===== src/rtl/serial_wide_add_ctrl.sv =====
// ---------------------------------------------------------------------------
// serial_wide_add_ctrl
//
// Purpose:
//   Adds two W-bit operands (W = 8*NBYTES) one byte per enabled clock cycle,
//   least significant byte first. A carry register links consecutive byte
//   slices. The operation runs through three states:
//     IDLE -> waits for start, then captures the operands and carry-in
//     RUN  -> performs one byte slice per cycle while en is high
//     DONE -> single-cycle completion pulse, then back to IDLE
//   The result and carry-out stay valid from DONE until the next accepted
//   start.
//
// Parameters:
//   NBYTES  operand width in bytes (1..8), W = 8*NBYTES
//
// Ports:
//   clk     input   1   single clock, all state changes on its rising edge
//   rst     input   1   synchronous active-high reset
//   start   input   1   request a new operation (only honoured in IDLE)
//   en      input   1   slice enable, 0 stalls the byte sequence in RUN
//   a       input   W   operand A, captured on the accepting edge
//   b       input   W   operand B, captured on the accepting edge
//   cin     input   1   carry into byte 0, captured on the accepting edge
//   sub     input   1   (only with SERIAL_ADD_SUB_EN) 1 selects A - B
//   busy    output  1   high while in RUN
//   done    output  1   high for the single DONE cycle
//   sum     output  W   A + B + cin modulo 2^W (or A - B when subtracting)
//   cout    output  1   carry out of the top byte (1 = no borrow on subtract)
//
// Configuration:
//   SERIAL_ADD_SUB_EN  when defined, adds the sub port and subtract mode.
//                      When undefined the block is add-only and has no sub.
// ---------------------------------------------------------------------------
module serial_wide_add_ctrl #(
    parameter int NBYTES = 4
) (
    input  logic                  clk,
    input  logic                  rst,
    input  logic                  start,
    input  logic                  en,
    input  logic [8*NBYTES-1:0]   a,
    input  logic [8*NBYTES-1:0]   b,
    input  logic                  cin,
`ifdef SERIAL_ADD_SUB_EN
    input  logic                  sub,
`endif
    output logic                  busy,
    output logic                  done,
    output logic [8*NBYTES-1:0]   sum,
    output logic                  cout
);

    localparam int W    = 8 * NBYTES;
    // A one-byte configuration still needs a one-bit counter to stay legal.
    localparam int CNTW = (NBYTES > 1) ? $clog2(NBYTES) : 1;
    localparam logic [CNTW-1:0] LAST_BYTE = CNTW'(NBYTES - 1);

    localparam logic [1:0] IDLE = 2'd0;
    localparam logic [1:0] RUN  = 2'd1;
    localparam logic [1:0] DONE = 2'd2;

    logic [1:0]      state_q, state_d;
    logic [CNTW-1:0] cnt_q,   cnt_d;
    logic            creg_q,  creg_d;
    logic [W-1:0]    opA_q,   opA_d;
    logic [W-1:0]    opB_q,   opB_d;
    logic [W-1:0]    sum_q,   sum_d;
    logic            cout_q,  cout_d;

    logic            subSel;
    logic [7:0]      aByte;
    logic [7:0]      bByte;
    logic [7:0]      sliceSum;
    logic            sliceCarry;

`ifdef SERIAL_ADD_SUB_EN
    assign subSel = sub;
`else
    assign subSel = 1'b0;
`endif

    // Pick the operand bytes addressed by the byte counter. A compare per
    // byte lane keeps the mux free of variable part-selects.
    always_comb begin
        aByte = 8'h00;
        bByte = 8'h00;
        for (int i = 0; i < NBYTES; i++) begin
            if (cnt_q == CNTW'(i)) begin
                aByte = opA_q[8*i +: 8];
                bByte = opB_q[8*i +: 8];
            end
        end
    end

    // The single 8-bit adder slice shared by every byte position.
    always_comb begin
        {sliceCarry, sliceSum} = {1'b0, aByte} + {1'b0, bByte} + {8'h00, creg_q};
    end

    // Next-state logic. Subtraction is folded into the capture step: the
    // stored B is inverted and the carry register preloaded with 1, so the
    // RUN datapath is identical for both modes and cin is ignored.
    always_comb begin
        state_d = state_q;
        cnt_d   = cnt_q;
        creg_d  = creg_q;
        opA_d   = opA_q;
        opB_d   = opB_q;
        sum_d   = sum_q;
        cout_d  = cout_q;

        case (state_q)
            IDLE: begin
                if (start) begin
                    opA_d   = a;
                    opB_d   = subSel ? ~b : b;
                    creg_d  = subSel ? 1'b1 : cin;
                    sum_d   = '0;
                    cout_d  = 1'b0;
                    cnt_d   = '0;
                    state_d = RUN;
                end
            end

            RUN: begin
                if (en) begin
                    for (int i = 0; i < NBYTES; i++) begin
                        if (cnt_q == CNTW'(i)) begin
                            sum_d[8*i +: 8] = sliceSum;
                        end
                    end
                    creg_d = sliceCarry;
                    if (cnt_q == LAST_BYTE) begin
                        cout_d  = sliceCarry;
                        cnt_d   = '0;
                        state_d = DONE;
                    end else begin
                        cnt_d = cnt_q + CNTW'(1);
                    end
                end
            end

            DONE: begin
                state_d = IDLE;
            end

            default: begin
                state_d = IDLE;
            end
        endcase
    end

    // State registers. Reset clears the control and result state but leaves
    // the captured operands alone; they are always reloaded before use.
    always_ff @(posedge clk) begin
        if (rst) begin
            state_q <= IDLE;
            cnt_q   <= '0;
            creg_q  <= 1'b0;
            sum_q   <= '0;
            cout_q  <= 1'b0;
        end else begin
            state_q <= state_d;
            cnt_q   <= cnt_d;
            creg_q  <= creg_d;
            sum_q   <= sum_d;
            cout_q  <= cout_d;
        end
    end

    always_ff @(posedge clk) begin
        opA_q <= opA_d;
        opB_q <= opB_d;
    end

    assign busy = (state_q == RUN);
    assign done = (state_q == DONE);
    assign sum  = sum_q;
    assign cout = cout_q;

endmodule


===== config.mk =====
export PLATFORM = sky130hd
export DESIGN_NAME = serial_wide_add_ctrl
export DESIGN_NICKNAME = d
export VERILOG_FILES = /design/src/rtl/serial_wide_add_ctrl.sv
export SDC_FILE = /design/constraint.sdc
export NUM_CORES = 1
export LEC_CHECK = 0
export CORE_MARGIN = 4
export CORE_UTILIZATION = 30
export DETAILED_ROUTE_END_ITERATION = 12
export SYNTH_ARGS = -nofsm -noshare
export SYNTH_HDL_FRONTEND = slang
export SYNTH_SLANG_ARGS = --single-unit

===== constraint.sdc =====
create_clock -name clk -period 3.8 [get_ports clk]
set_input_delay 0.57 -clock clk [delete_from_list [all_inputs] [get_ports clk]]
set_output_delay 0.57 -clock clk [all_outputs]
set_load 0.05 [all_outputs]

==> impl_metrics.env <==
export IMPL_status="completed"
export IMPL_wl_mm=9.90
export IMPL_insertion_delay_ns=0.34
export IMPL_p_int_mw=2.00
export IMPL_worst_slack_ns=0.559
export IMPL_post_cts_resized=0
export IMPL_die_y_um=128
export IMPL_fin_setup_tns_ns=0
export IMPL_post_cts_buffers=0
export IMPL_required_ns=4.03
export IMPL_antenna_left=0
export IMPL_finClkSkew_ns=0.00752
export IMPL_overflow=0
export IMPL_io_buffers=103
export IMPL_slew_violations=0
export IMPL_cts_sinks=102
export IMPL_whs_ns=0.456
export IMPL_synth_seq_cells=102
export IMPL_drtPass1Iterations=4
export IMPL_cts_tree="yes"
export IMPL_antenna_found_initial=0
export IMPL_cp_start_kind="flip-flop"
export IMPL_timing_fmax_mhz=309
export IMPL_syn_area_um2=4350
export IMPL_worst_pin_slew_ns=0.772
export IMPL_via_per_inst=4.72
export IMPL_arrival_ns=3.47
export IMPL_synth_nets=459
export IMPL_critPathCaptureType="flip-flop"
export IMPL_setup_viol=0
export IMPL_total_power_mw=2.75
export IMPL_netlist_instances=377
export IMPL_hp_class="reg -> reg"
export IMPL_critical_path_class="reg -> reg"
export IMPL_ioPinCount=104
export IMPL_grt_pass1_wl_mm=16.0
export IMPL_drive_gt1_frac=0.0667
export IMPL_p_leak_nw=2.05
export IMPL_yosysMostFrequentCell="edfxtp_1"
export IMPL_synthTopCellsByCount="edfxtp_1 (64), nand2_1 (49), dfxtp_1 (38)"
export IMPL_cp_max_fo=17
export IMPL_synth_top_area_share=0.442
export IMPL_switchingPower_uw=753
export IMPL_pwr_share_comb=0.195
export IMPL_synth_largest_area_cell="edfxtp_1"
export IMPL_die_area_um2=16500
export IMPL_via_count=3114
export IMPL_drtIter0Drc=158
export IMPL_grt_use_total=0.123
export IMPL_routabilityCongestion=0.782
export IMPL_finalCritPeriodShare=0.853
export IMPL_die_x_um=128
export IMPL_power_frac_clock=0.337
export IMPL_rsz0062_at_grt="no"
export IMPL_grt_pass1_vias=3142
export IMPL_maxSlewHeadroom=0.485
export IMPL_synth_seq_area_share=0.617
export IMPL_period_minus_slack_ns=3.24
export IMPL_nFillCells=1343
export IMPL_synth_cell_type_count=50
export IMPL_seqPwrFrac=0.468
export IMPL_cts_root_buffer="clkbuf_16"
export IMPL_synth_edff_count=64
export IMPL_antenna_cells=0
export IMPL_maxCapViolCount=0
export IMPL_cpPeakStageDelay_ns=0.42
export IMPL_final_hold_viol_count=0
export IMPL_async_flop_share=0
export IMPL_critPathSlowestCell="fa_1"
export IMPL_cts_buffers=9
export IMPL_clock_path_buffers=2
export IMPL_yosysWarningCount=0
export IMPL_powerDensity_nw_per_um2=472
export IMPL_cts_clk_slew_worst_paths_ns=0.07
export IMPL_ctsHoldBuffers=0
export IMPL_synthFlopType="edfxtp_1"
export IMPL_dp_slack_ns=0.579
export IMPL_switching_share=0.274
export IMPL_grt_max_degree=65
export IMPL_wire_per_inst_um=15.0
export IMPL_syn_area_per_cell_um2=11.5
export IMPL_nNetsFinal=558
export IMPL_htreeDepth=3
export IMPL_place_hpwl_mm=7.39
export IMPL_worstPathCellList="inv_1 > ha_1 > buf_4 > a221oi_1 > nor3_1 > a21oi_1 > fa_1 > inv_1 > fa_1 > a211oi_2 > o21bai_1 > a21oi_2 > xnor2_1 > a31o_1"
export IMPL_num_rows=43
export IMPL_start_util=0.309
export IMPL_area_delta_synth_final_pct=34.1
export IMPL_ir_drop_v=0.000260
export IMPL_synthTopCellsByArea="edfxtp_1 (44%), dfxtp_1 (18%), nand2_1 (4.2%), a21oi_1 (4.1%), nand3b_1 (3.5%)"
export IMPL_drcViolationCount=0
export IMPL_core_area_um2=14000
[logic make-up after synthesis]
group | synth area share
adders and majority gates | 0.0409
DFF | 0.617
and+or+nand+nor | 0.151
AOI/OAI and AO/OA | 0.150
buffers and inverters | 0.0348
xor gates and xnor gates | 0.00605
[power groups by stage]
stage	clock network (mW)	logic, mW	registers (mW)
2_1_floorplan	0	0.268	1.38
3_5_place_dp	0	0.536	1.31
6_report	0.927	0.536	1.29
5_1_grt	0.994	0.586	1.29
4_1_cts	0.954	0.538	1.29
3_3_place_gp	0	0.529	1.31
[critical path, delay by kind of cell (launching register included)]
| kind | cells | cell delay [ns] |
|---|---|---|
| AND/OR/NAND/NOR | 1 | 0.08 |
| buffers and inverters | 3 | 0.36 |
| AO/OA/AOI/OAI | 6 | 1.29 |
| flip-flops | 1 | 0.39 |
| adder cells (fa/ha/maj) | 3 | 0.89 |
| XOR/XNOR | 1 | 0.13 |
[worst paths after layout]
check / start / end / slack, ns / cells after the start
worst max-delay path: cnt_q[1] / sum[30] / 0.56 / 14
worst min-delay path: sum[17] / sum[17] / 0.46 / 2
worst max register to register: cnt_q[1] / sum[30] / 0.56 / 14
worst min register to register: sum[17] / sum[17] / 0.46 / 2
[registers in the layout (all words and copies together), names as in the netlist]
register,flops
sum,32
state_q,2
cnt_q,2
creg_q,1
cout,1
opA_q,32
opB_q,32
[cell usage in the layout (no fill, tap or decap), drive strengths merged, types with 5 or more instances in the layout]
cell             n
a21oi           38
buf              6
nor3             5
clkdlybuf4s50  103
nand2           49
nor2b            6
clkbuf           9
nand2b           5
nand3            8
inv              9
a22oi           13
o21ai           29
nand3b          20
nor2            23
ha              11
a21o             6
dfxtp           38
edfxtp          64
[metrics by stage]
step                 util  area [um^2]  cells
CTS                 0.415         5830    660
detailed placement  0.394         5530    645
finish              0.415         5830    660
global route        0.415         5830    660
global placement    0.394         5530    645
floorplan               -         4350    377
[layout make-up]
| type | count | area, um^2 | share of cell area |
|---|---|---|---|
| Clock buffer | 9 | 225 | 0.0386 |
| Clock inverter | 6 | 76.3 | 0.0131 |
| Inverter | 6 | 23.8 | 0.00408 |
| Multi-Input combinational cell | 248 | 1520 | 0.261 |
| Sequential cell | 102 | 2680 | 0.460 |
| Tap cell | 180 | 225 | 0.0386 |
| Timing Repair Buffer | 109 | 1080 | 0.185 |
[routing by layer]
metal / up-vias / routed length [um] / track usage / part of all wire
li1: 1579 / - / - / -
met1: 1422 / 4890 / 0.175 / 0.49
met2: 107 / 4240 / 0.184 / 0.43
met3: 6 / 729 / 0.0378 / 0.074
met4: 0 / 51 / 0.0262 / 0.0051
met5: - / 0 / 0 / 0
Power figures use the tool's default switching activity.
==> edit: new RTL, same flow settings <==
Reset style: asynchronous (`rst`), changed in one clocked block. Comments in the files are not updated.
--- a/src/rtl/serial_wide_add_ctrl.sv
+++ b/src/rtl/serial_wide_add_ctrl.sv
@@ -153,7 +153,7 @@
 
     // State registers. Reset clears the control and result state but leaves
     // the captured operands alone; they are always reloaded before use.
-    always_ff @(posedge clk) begin
+    always_ff @(posedge clk or posedge rst) begin
         if (rst) begin
             state_q <= IDLE;
             cnt_q   <= '0;
Function: differs if rst is asserted again (counterexample within 4 cycles, from zero or initial values and one cycle with rst high); with rst held inactive, the same outputs for 4 cycles.
==> edit against the unedited design <==
  * Sequential cell count stayed put
  * Design area decreased by 0.64%
  * Wire length decreased by 1.8%
  * Setup slack got worse by 86 ps
  * Sequential share of layout area grew 3.6 points
  * Synthesized area down 1.5%
  * Critical endpoint is now sum[15]$_DFFE_PP0P_
Power is not compared: it rests on default switching activity, and its combinational part moved more than twofold at a synthesized area within 25%.
==> edit: results (changes against the unedited design) <==
- The total cell area at the placement stage is 5504 um2 (-0.41%).
- The proportion of layout cells with a drive suffix above 1 is 0.05727 (-0.009398).
- The starting DRC count in detailed routing is 147 (-7.0%).
- The layout net count came to 531 (-4.8%).
- The worst setup path endpoint is sum[15]$_DFFE_PP0P_.
- The mean number of vias per cell is 4.735 (+0.36%).
- The worst reg-to-reg setup slack is 470 ps (-90 ps).
- The total number of sequential cells is 102 (unchanged).
- The worst hold path endpoint is sum[18]$_DFFE_PP0P_.
- The post-route non-filler standard cell count is 634 (-3.9%).
- The cell count after synthesis was 346 (-8.2%).
- The buffer share of cell area is 0.1871 (+0.002494).
- The number of nets produced by synthesis is 428 (-6.8%).
- The count of cell types in the netlist was 39 (-22%).
- The routed length on met2 is 4098 um (-3.2%).
- The tightest slew margin relative to the limit is 0.6417 (+0.1563).
- The met3 demand-to-capacity share in global routing is 0.03303 (-0.004748).
- The met1 layer wirelength in the final routing is 4781 um (-2.2%).
- The detailed-placement wirelength estimate is 7435 um (+0.57%).
- The minimum setup slack after placement is 482.3 ps (-96.55 ps).
- The share of synthesized registers carrying an async set or reset is 0.3725 (+0.3725).
- The total power draw is roughly 5.5 mW.
- The worst register-to-register path begins at cnt_q[0]$_DFFE_PP0P_.
- The run finished with clean final reports.
- The global-route wire length before repair is 15680 um (-2.2%).
- The number of filler cells placed in the layout was 1304 (-2.9%).
- The minimum hold slack is 491.7 ps (+35.91 ps).
- The count of plain and timing-repair buffers in the layout is 110 (+0.92%).
- The largest driver fanout on the critical path was 11 (-6).
- The combined area of the multi-input logic cells is 1289 um2 (-15%).
- The clock network area share is 0.04948 (-0.002257).
- The largest clock skew in the final design is 8.262 ps (+0.7438 ps).
- The area growth from synthesis to layout is 35.28%.
## edit: cell types whose count changed in the layout (fill, tap and decap cells not counted), moves of 5 or more
cell	unedited run	this run
dfrtp_1	0	38
dfxtp_1	38	0
nand3b_1	20	1
o21ai_0	20	38
a21oi_1	36	23
a22o_1	0	9
o21ai_1	9	4
## edit: worst max-delay path, stage by stage, from the launching register on
cell	delay [ps]
dfrtp_1	430
inv_1	100
ha_1	210
nor2b_1	360
buf_4	250
a22oi_1	90
nor2_1	100
a21oi_1	50
o21ai_0	320
ha_1	290
nor2b_1	140
o31a_1	310
o21ai_1	190
xnor2_1	150
a22o_1	230
## edit: cells by family (layout without fill, tap and decap cells)
family / Yosys count / after routing / share of synthesized area
buffers and inverters: 27 / 135 / 0.02952
and+or+nand+nor: 96 / 96 / 0.09968
DFF: 102 / 102 / 0.6711
xor gates and xnor gates: 4 / 4 / 0.008186
adders and majority gates: 13 / 13 / 0.04151
AOI/OAI and AO/OA: 104 / 104 / 0.1500
